<file path="config.mk">
export PLATFORM = sky130hd
export DESIGN_NAME = pci_protocol_monitor
export DESIGN_NICKNAME = d
export VERILOG_FILES = /design/src/rtl/pci_mon_pkg.sv /design/src/rtl/pci_mon_err_cnt.sv /design/src/rtl/pci_protocol_monitor.sv
export SDC_FILE = /design/constraint.sdc
export NUM_CORES = 1
export LEC_CHECK = 0
export BUFFER_PORTS_ARGS = -buffer_cell sky130_fd_sc_hd__clkbuf_2
export CAP_MARGIN = 20
export CORE_UTILIZATION = 51
export DETAILED_ROUTE_END_ITERATION = 16
export GPL_TIMING_DRIVEN = 1
export PLACE_DENSITY = 0.8
export SYNTH_ARGS = -nofsm -noshare
export SYNTH_HDL_FRONTEND = slang
export SYNTH_SLANG_ARGS = --single-unit
</file>
<file path="constraint.sdc">
create_clock -name clk -period 2.4 [get_ports clk]
set_input_delay 0.72 -clock clk [delete_from_list [all_inputs] [get_ports clk]]
set_output_delay 0.72 -clock clk [all_outputs]
set_load 0.02 [all_outputs]
</file>
<file path="src/rtl/pci_mon_pkg.sv">
// Shared definitions for the PCI protocol monitor: bus-phase encoding,
// check indices and a small phase-decode helper.
package pci_mon_pkg;

  typedef enum logic [2:0] {
    ST_IDLE = 3'd0,
    ST_ADDR = 3'd1,
    ST_DATA = 3'd2,
    ST_LAST = 3'd3,
    ST_TURN = 3'd4
  } bus_state_e;

  localparam int NUM_CHECKS      = 8;
  localparam int CHK_FRAME_IRDY  = 0;
  localparam int CHK_TRDY_DEVSEL = 1;
  localparam int CHK_IRDY_IDLE   = 2;
  localparam int CHK_DEVSEL_TO   = 3;
  localparam int CHK_CBE_STABLE  = 4;
  localparam int CHK_IRDY_WAIT   = 5;
  localparam int CHK_X_ADDR      = 6;
  localparam int CHK_X_DATA      = 7;

  // DATA and LAST are both data phases for the wait-state and timeout checks.
  function automatic logic is_data_phase(input bus_state_e s);
    return (s == ST_DATA) || (s == ST_LAST);
  endfunction

endpackage

</file>
<file path="src/rtl/pci_mon_err_cnt.sv">
// Per-check reporting slice: one-cycle pulse, sticky flag and a saturating
// counter. A violation coinciding with clr is kept (sticky=1, count=1).
module pci_mon_err_cnt #(
  parameter int CNT_W = 8
) (
  input  logic             i_clk,
  input  logic             i_reset_,
  input  logic             i_clr,
  input  logic             i_viol,
  output logic             o_pulse,
  output logic             o_sticky,
  output logic [CNT_W-1:0] o_cnt
);

  localparam logic [CNT_W-1:0] CNT_MAX  = {CNT_W{1'b1}};
  localparam logic [CNT_W-1:0] CNT_ZERO = {CNT_W{1'b0}};
  localparam logic [CNT_W-1:0] CNT_ONE  = CNT_W'(1);

  logic             r_pulse;
  logic             r_sticky;
  logic [CNT_W-1:0] r_cnt;
  logic [CNT_W-1:0] w_cnt_nxt;

  function automatic logic [CNT_W-1:0] sat_inc(input logic [CNT_W-1:0] v);
    return (v == CNT_MAX) ? v : v + CNT_ONE;
  endfunction

  // Next count: clear restarts from this cycle's violation, otherwise saturate.
  always_comb begin
    w_cnt_nxt = r_cnt;
    if (i_clr) begin
      w_cnt_nxt = i_viol ? CNT_ONE : CNT_ZERO;
    end else if (i_viol) begin
      w_cnt_nxt = sat_inc(r_cnt);
    end else begin
      w_cnt_nxt = r_cnt;
    end
  end

  // Pulse, sticky and count registers.
  always_ff @(posedge i_clk or negedge i_reset_) begin
    if (!i_reset_) begin
      r_pulse  <= 1'b0;
      r_sticky <= 1'b0;
      r_cnt    <= CNT_ZERO;
    end else begin
      r_pulse  <= i_viol;
      r_sticky <= i_viol | (r_sticky & ~i_clr);
      r_cnt    <= w_cnt_nxt;
    end
  end

  assign o_pulse  = r_pulse;
  assign o_sticky = r_sticky;
  assign o_cnt    = r_cnt;

endmodule

</file>
<file path="src/rtl/pci_protocol_monitor.sv">
// Passive PCI bus protocol monitor: phase tracking FSM, per-cycle checks and
// per-check reporting. Define PCI_MON_XCHECK_EN to compile in X-checks 6/7.
module pci_protocol_monitor
  import pci_mon_pkg::*;
#(
  parameter int DATA_W         = 32,
  parameter int CBE_W          = DATA_W / 8,
  parameter int CNT_W          = 8,
  parameter int DEVSEL_TIMEOUT = 5
) (
  input  logic                    clk,
  input  logic                    reset_,
  input  logic                    FRAME_,
  input  logic                    IRDY_,
  input  logic                    TRDY_,
  input  logic                    DEVSEL_,
  input  logic [CBE_W-1:0]        C_BE_,
  input  logic [DATA_W-1:0]       AD,
  input  logic                    clr,
  output logic [7:0]              err_pulse,
  output logic [7:0]              err_sticky,
  output logic [8*CNT_W-1:0]      err_cnt,
  output logic [CNT_W-1:0]        txn_cnt,
  output logic [2:0]              bus_state
);

  localparam int               TO_W     = $clog2(DEVSEL_TIMEOUT + 1);
  localparam logic [TO_W-1:0]  TO_LIMIT = TO_W'(DEVSEL_TIMEOUT);
  localparam logic [TO_W-1:0]  TO_FIRE  = TO_W'(DEVSEL_TIMEOUT - 1);
  localparam logic [TO_W-1:0]  TO_ONE   = TO_W'(1);
  localparam logic [TO_W-1:0]  TO_ZERO  = {TO_W{1'b0}};
  localparam logic [CNT_W-1:0] CNT_MAX  = {CNT_W{1'b1}};
  localparam logic [CNT_W-1:0] CNT_ONE  = CNT_W'(1);
  localparam logic [CNT_W-1:0] CNT_ZERO = {CNT_W{1'b0}};

  bus_state_e              r_state;
  bus_state_e              w_state_nxt;
  logic                    r_prev_frame;
  logic                    r_prev_irdy;
  logic                    r_prev_trdy;
  logic [CBE_W-1:0]        r_prev_cbe;
  logic [TO_W-1:0]         r_to_cnt;
  logic [CNT_W-1:0]        r_txn_cnt;
  logic                    w_xfer;
  logic                    w_in_idle;
  logic                    w_in_addr;
  logic                    w_in_data;
  logic                    w_txn_inc;
  logic [NUM_CHECKS-1:0]   w_viol;

  // Phase state register.
  always_ff @(posedge clk or negedge reset_) begin
    if (!reset_) begin
      r_state <= ST_IDLE;
    end else begin
      r_state <= w_state_nxt;
    end
  end

  // Phase transitions.
  always_comb begin
    w_state_nxt = r_state;
    case (r_state)
      ST_IDLE: w_state_nxt = FRAME_ ? ST_IDLE : ST_ADDR;
      ST_ADDR: w_state_nxt = ST_DATA;
      ST_DATA: begin
        if (FRAME_) begin
          w_state_nxt = w_xfer ? ST_TURN : ST_LAST;
        end else begin
          w_state_nxt = ST_DATA;
        end
      end
      ST_LAST: w_state_nxt = w_xfer ? ST_TURN : ST_LAST;
      ST_TURN: w_state_nxt = FRAME_ ? ST_IDLE : ST_ADDR;
      default: w_state_nxt = ST_IDLE;
    endcase
  end

  // Phase decodes shared by the checks and the transaction counter.
  always_comb begin
    w_xfer    = !IRDY_ && !TRDY_;
    w_in_idle = (r_state == ST_IDLE);
    w_in_addr = (r_state == ST_ADDR);
    w_in_data = is_data_phase(r_state);
    w_txn_inc = (w_state_nxt == ST_TURN) && (r_state != ST_TURN);
  end

  // Previous-cycle copies; the 1s after reset mask edge checks on release.
  always_ff @(posedge clk or negedge reset_) begin
    if (!reset_) begin
      r_prev_frame <= 1'b1;
      r_prev_irdy  <= 1'b1;
      r_prev_trdy  <= 1'b1;
      r_prev_cbe   <= {CBE_W{1'b0}};
    end else begin
      r_prev_frame <= FRAME_;
      r_prev_irdy  <= IRDY_;
      r_prev_trdy  <= TRDY_;
      r_prev_cbe   <= C_BE_;
    end
  end

  // DEVSEL_ timeout: saturating at the limit is what makes it flag once.
  always_ff @(posedge clk or negedge reset_) begin
    if (!reset_) begin
      r_to_cnt <= TO_ZERO;
    end else if (w_in_addr) begin
      r_to_cnt <= TO_ZERO;
    end else if (w_in_data && DEVSEL_ && (r_to_cnt != TO_LIMIT)) begin
      r_to_cnt <= r_to_cnt + TO_ONE;
    end else begin
      r_to_cnt <= r_to_cnt;
    end
  end

  // Violation conditions for the current sample.
  always_comb begin
    w_viol                  = {NUM_CHECKS{1'b0}};
    w_viol[CHK_FRAME_IRDY]  = !r_prev_frame && FRAME_ && IRDY_;
    w_viol[CHK_TRDY_DEVSEL] = !TRDY_ && DEVSEL_;
    w_viol[CHK_IRDY_IDLE]   = !IRDY_ && w_in_idle;
    w_viol[CHK_DEVSEL_TO]   = w_in_data && DEVSEL_ && (r_to_cnt == TO_FIRE);
    w_viol[CHK_CBE_STABLE]  = w_in_data && !r_prev_irdy && r_prev_trdy &&
                              (C_BE_ != r_prev_cbe);
    w_viol[CHK_IRDY_WAIT]   = w_in_data && !r_prev_irdy && IRDY_ && r_prev_trdy;
`ifdef PCI_MON_XCHECK_EN
    w_viol[CHK_X_ADDR]      = w_in_addr && ($isunknown(AD) || $isunknown(C_BE_));
    w_viol[CHK_X_DATA]      = w_xfer && ($isunknown(AD) || $isunknown(C_BE_));
`else
    w_viol[CHK_X_ADDR]      = 1'b0;
    w_viol[CHK_X_DATA]      = 1'b0;
`endif
  end

`ifndef PCI_MON_XCHECK_EN
  logic w_unused_ad;
  assign w_unused_ad = ^AD;
`endif

  // Completed-transaction counter; an entry to TURN during clr counts as 1.
  always_ff @(posedge clk or negedge reset_) begin
    if (!reset_) begin
      r_txn_cnt <= CNT_ZERO;
    end else if (clr) begin
      r_txn_cnt <= w_txn_inc ? CNT_ONE : CNT_ZERO;
    end else if (w_txn_inc && (r_txn_cnt != CNT_MAX)) begin
      r_txn_cnt <= r_txn_cnt + CNT_ONE;
    end else begin
      r_txn_cnt <= r_txn_cnt;
    end
  end

  for (genvar k = 0; k < NUM_CHECKS; k++) begin : g_chk
    pci_mon_err_cnt #(
      .CNT_W (CNT_W)
    ) u_err (
      .i_clk    (clk),
      .i_reset_ (reset_),
      .i_clr    (clr),
      .i_viol   (w_viol[k]),
      .o_pulse  (err_pulse[k]),
      .o_sticky (err_sticky[k]),
      .o_cnt    (err_cnt[k*CNT_W +: CNT_W])
    );
  end

  assign txn_cnt   = r_txn_cnt;
  assign bus_state = r_state;

endmodule

</file>
* Yosys cells after proc, flatten, opt, wreduce, memory -nomap -nowiden
Index checks and enable logic that the tools add are counted.
** Word-level totals
- Flip-flop bits (word level) :: 83
- Input port bits :: 43
- Output and inout bits :: 91
- Logic and storage cells :: 141
** Operators by class
- Add/sub/neg operators :: 8
- Equal/unequal tests :: 22
- Mux-type cells :: 33
- Bitwise gates (word level) :: 15
- Reductions and logical operators :: 36
** Operator list (count)
- 2-to-1 mux 8 bit :: 20
- adder 8 x 1 -> 8 bit, second input constant :: 7
- equality test 8 bit, second input constant :: 6
- nonzero test 2 bit :: 8
- logical AND 1 bit :: 15
- 2-to-1 mux 3 bit :: 4
- != test 2 bit, second input constant :: 6
- one-hot mux 3 bit (4 select lines) :: 1
- AND reduction 2 bit :: 6
- equality test 3 bit, second input constant :: 3
- AND 1 bit :: 8
- 2-to-1 mux 1 bit :: 8
- != test 8 bit, second input constant :: 1
- equality test 3 x 2 -> 1 bit, second input constant :: 2
- != test 3 bit, second input constant :: 2
- OR 1 bit :: 6
- zero test 1 bit :: 4
- != test 4 bit :: 1
- adder 3 x 1 -> 3 bit, second input constant :: 1
- equality test 3 x 1 -> 1 bit, second input constant :: 1
- zero test 3 bit :: 1
- OR reduction 2 bit :: 1
- logical OR 1 bit :: 1
- NOT 1 bit :: 1

* Longest topological paths before layout
- Depth in word-level cells :: 10
- Mapped depth :: 7
- Depth with buffers taken out :: 7

* Cells and area by module
From an unflattened synthesis, not the netlist that was laid out.
** Second synthesis, totals
- Cell total of the unflattened synthesis :: 521
- Area, all modules :: 5381.4 um^2
** By module, submodules not included
- pci_mon_err_cnt :: times used 8, cells an instance 53, area an instance 541.8 um^2, seq. area each 250.2 um^2
- pci_protocol_monitor :: times used 1, cells an instance 97, area an instance 1047.3 um^2, seq. area each 529.3 um^2

* Worst setup path before layout
No wires, ideal clock.
- Path kind :: input -> register
- From :: input port C_BE_[3]
- To :: register g_chk[4].u_err.r_cnt[5]
- Setup time :: 0.128 ns
- Arrival :: 1.890 ns
- Data required time :: 2.272 ns
- Slack :: 0.382 ns
- Stages on the path :: 5
- Buffers on the path :: 1
- Cells stage by stage :: xor2_1 o41ai_2 buf_4 nor4_2 mux2_1
** On the way
- Word-level cells in the longest chain between the ends :: 4
** Ends and longest elaborated chain
- from (decl) :: line pci_protocol_monitor.sv:17 : input logic [CBE_W-1:0] C_BE_,
- != test 4 bit :: line pci_protocol_monitor.sv:124 : (C_BE_ != r_prev_cbe);
- logical AND 1 bit :: line pci_protocol_monitor.sv:123 : w_viol[CHK_CBE_STABLE] = w_in_data && !r_prev_irdy && r_prev_trdy &&
- nonzero test 2 bit (no source line)
- AND reduction 2 bit (no source line)
- to (signal assigned) :: line pci_mon_err_cnt.sv:49 : r_cnt <= w_cnt_nxt;
- to (decl) :: line pci_mon_err_cnt.sv:21 : logic [CNT_W-1:0] r_cnt;
No other way between the ends.
A chain may end at the register's enable or synchronous reset.

* Final worst setup path
- From :: register r_state[2], in the netlist bus_state[2]
- To :: register g_chk[5].u_err.r_cnt[5]
** On the way
- Word-level cells in the longest chain between the ends :: 7
- Elaborated cells on any way between the ends :: 8
- Classes of those cells :: eq/ne (2); reduce/logical (6)
** Ends and longest elaborated chain
- from (decl) :: line pci_protocol_monitor.sv:36 : bus_state_e r_state;
- from (signal assigned) :: line pci_protocol_monitor.sv:56 : r_state <= w_state_nxt;
- equality test 3 x 2 -> 1 bit :: line pci_mon_pkg.sv:25 : return (s == ST_DATA) || (s == ST_LAST);
- logical OR 1 bit (*) :: line pci_mon_pkg.sv:25
- logical AND 1 bit (*) (3 in series) :: line pci_protocol_monitor.sv:125 : w_viol[CHK_IRDY_WAIT] = w_in_data && !r_prev_irdy && IRDY_ && r_prev_trdy;
- nonzero test 2 bit (no source line) (*)
- AND reduction 2 bit (no source line) (*)
- to (signal assigned) :: line pci_mon_err_cnt.sv:49
- to (decl) :: line pci_mon_err_cnt.sv:21
Mark *: on every way between the ends. The rest lies on a longest branch, timed or not.

==> key figures <==
Power and ir drop
  • Combinational Power Share: 19.9%
  • Pwr dens: around 660 nW/um^2
  • Clock power frac: 28.9%
  • Sw Ratio: 32.1%
  • Pleak: 2.35 nW
  • IR drop worst, VDD: 0.000419 V
  • Total power: 3.18 mW
  • P_sw: 1.02 mW
  • Part of the power in registers: 51.2%
  • Total internal power: about 2.2 mW

Setup path
  • R2R Setup Slk: between 0.4 and 0.5 ns
  • CP Data Arrival Time: between 2 and 2.5 ns
  • Crit path from: bus_state[2]
  • Crit Path Max Fanout: 11
  • CP Class: flop to flop
  • CP startpoint kind: flop
  • CP endpoint kind: flop
  • Crit path to: g_chk[5].u_err.o_cnt[5]
  • Reg2reg start: bus_state[2]
  • Reg-to-Reg End: g_chk[5].u_err.o_cnt[5]
  • Reg2Reg Depth: 4
  • Data required, critical path: 2.67 ns

CTS
  • Clock Sinks: 83
  • Bufs on Longest Clock Path: 2
  • CTS buffer count: 9
  • H-tree depth: 3
  • Hold_buf cts: 0
  • Post-CTS Setup Inserts: 0
  • Clock transition at the registers of the reported paths: 0.08 ns
  • Clock root cell: clkbuf_8
  • Worst-Skew Late Latency: 0.35 ns
  • CTS tree: yes
  • Post-CTS Resized: 0

Logic synthesis
  • Seq cells post-synth: 83
  • Ys async rst share: 100%
  • Yosys top cell area share: a little under half
  • Number of flops mapped to enable cells by yosys: 0
  • Top cells by area, synth: dfrtp_1, buf_4, a21oi_1
  • Syn. warnings: 0
  • Synthesized area: 4260 um^2
  • Cell taking the most area after synthesis: dfrtp_1
  • Seq/Total Area, Yosys: 48.9%
  • Syn Inst Count: 422
  • Synth cell types: 60
  • Top_reg_cell synth: dfrtp_1
  • Mean Syn Cell Area: 10.1 um^2

Global route
  • First-pass GRT wire length: 14.9 mm
  • Vias in the first global route: roughly 3,100
  • Initial antenna violation count: 0
  • Largest net degree at the start of global routing: 52
  • GRT Overall Usage: 21.7%
  • Grt ovf: 0

Timing
  • # setup viols final: 0
  • Setup clock skew after layout: 0.00740 ns
  • Relative slew slack: between 40% and 50%
  • Slew Limit Fails: 0
  • Ratio of final minimum period to clock period: 80.7%
  • Final hold slack: 0.275 ns
  • Unrepaired setup endpoints after global routing: false
  • Final WS setup: 0.463 ns
  • Final hold violations: 0
  • Period minus WS final: 1.94 ns
  • Slew of the pin with the lowest slew margin: 0.781 ns
  • Fmax: a little over 500 MHz
  • Total negative setup slack: 0 ns

Floorplan
  • # rows: 32
  • DIE AREA: roughly 8700 um^2
  • Initial Util: about 54%
  • Die width: 93.4 um
  • I/O pin count: 134
  • Die Ht: between 90 and 100 um
  • Core box area: 7890 um^2

Final layout
  • Non-filler cells, final: 603
  • Area Growth Syn to Fin: 13.8%
  • Final instance area: between 4000 and 5000 um^2
  • Fillcell total: 678
  • Finished Core Util: 61.4%
  • Number of diodes: 0
  • Share of cells above drive strength 1: 24.0%
  • Final net count: 549

Routing
  • WL/cell: between 10 and 15 um
  • Detailed Route WL: 8.94 mm
  • 1st-pass router iterations: 4
  • DR iter-0 viols: 165
  • Drt drc: 0
  • Antenna viol nets, final: 0
  • Avg Vias per Cell: 5.69
  • Via count: about 3,400

Placement
  • Placed Cells: 587
  • Placer Congestion: ~0.8
  • Post-detail-place hpwl: between 6 and 7 mm
  • Pre-CTS WS: 0.291 ns
  • Cell Area, Placed: 4670 um^2
  • IO buf count: 83

Worst hold path
  • Hold crit path type: input pin to asynchronous set/reset pin

Outcome
  • Status: complete, no violations

Run
  • Max_cap viols: 0
==> worst max-delay path: stages, from the launching register on <==
cell and delay (ns):
dfrtp_1 0.45, and4bb_1 0.38, o211ai_1 0.34, or4_1 0.51
a21oi_1 0.17
==> cells in the mapped netlist (all sizes together) (4+ instances only) <==
master / count
nor2: 27
buf: 35
a21o: 6
xor2: 12
and2: 5
nand2: 32
dfrtp: 80
o311ai: 4
o211ai: 11
o31ai: 8
mux2i: 9
o41ai: 7
nor2b: 6
clkbuf: 9
nand4: 12
and3: 8
or2: 4
nand3b: 4
inv: 12
nor3: 6
o21ai: 15
nand3: 17
or4: 13
ha: 10
or3: 5
a21oi: 28
==> routing by layer <==
metal	part of all wire [%]	wire length, um	track usage, %
met5	0	0	0
met4	0.45	40	7.95
met1	47	4160	30.4
met3	6.5	577	4.72
met2	47	4160	33.2
==> sequential cells by signal, indices dropped and copies added (netlist names) <==
signal	cells
g_chk.u_err.o_cnt	48
g_chk.u_err.o_sticky	8
txn_cnt	8
g_chk.u_err.o_pulse	6
r_prev_cbe	4
bus_state	3
r_to_cnt	3
r_prev_frame	1
r_prev_irdy	1
r_prev_trdy	1
==> cell usage in the layout, fill, tap and decap left out, drive strengths merged, types with 6 or more instances in the layout <==
master and n:
a21o 6, a21oi 28, and3 8, buf 8, clkbuf 94, conb 18
dfrtp 80, ha 10, inv 12, mux2i 9, nand2 32, nand3 17
nand4 12, nor2 27, nor2b 6, nor3 6, o211ai 11, o21ai 15
o31ai 8, o41ai 7, or4 13, xor2 12
==> final cells by class <==
| class | instances | area [um^2] | share of cell area [%] |
|---|---|---|---|
| Clock buffer | 12 | 155 | 3.20 |
| Clock inverter | 4 | 25.0 | 0.516 |
| Multi-Input combinational cell | 299 | 1900 | 39.2 |
| Sequential cell | 83 | 2080 | 42.9 |
| Tap cell | 102 | 128 | 2.63 |
| Timing Repair Buffer | 90 | 508 | 10.5 |
| Inverter | 13 | 48.8 | 1.01 |
==> how the worst min path moves through the flow <==
stage | startpoint | to | slack (ns)
2_1_floorplan | reset_ | bus_state[0] | 0.42
3_3_place_gp | g_chk[3].u_err.o_sticky | g_chk[3].u_err.o_sticky | 0.46
3_5_place_dp | g_chk[3].u_err.o_sticky | g_chk[3].u_err.o_sticky | 0.47
4_1_cts | reset_ | g_chk[6].u_err.o_sticky | 0.28
5_1_grt | reset_ | g_chk[7].u_err.o_sticky | 0.30
6_report | reset_ | g_chk[6].u_err.o_sticky | 0.28
==> cells by family (layout without fill, tap and decap cells) <==
kind of cell | count (synthesis) | after routing | share of synthesized area, %
buf+inv | 57 | 119 | 7.97
simple gates | 151 | 151 | 19.5
flops | 83 | 83 | 48.9
fa+ha+maj | 10 | 10 | 2.94
xor+xnor | 14 | 14 | 2.88
compound gates | 95 | 95 | 15.1
other cells | 1 | 18 | 0.0881
mux | 11 | 11 | 2.65
==> power groups by stage <==
stage                     Clock, mW  Combinational, mW  Sequential [mW]
final                         0.920              0.635             1.63
after global routing           1.01              0.702             1.65
after CTS                     0.953              0.645             1.63
after detailed placement          0              0.639             1.65
after global placement            0              0.620             1.64
after floorplan                   0              0.437             1.69
(Power assumes the default switching activity.)
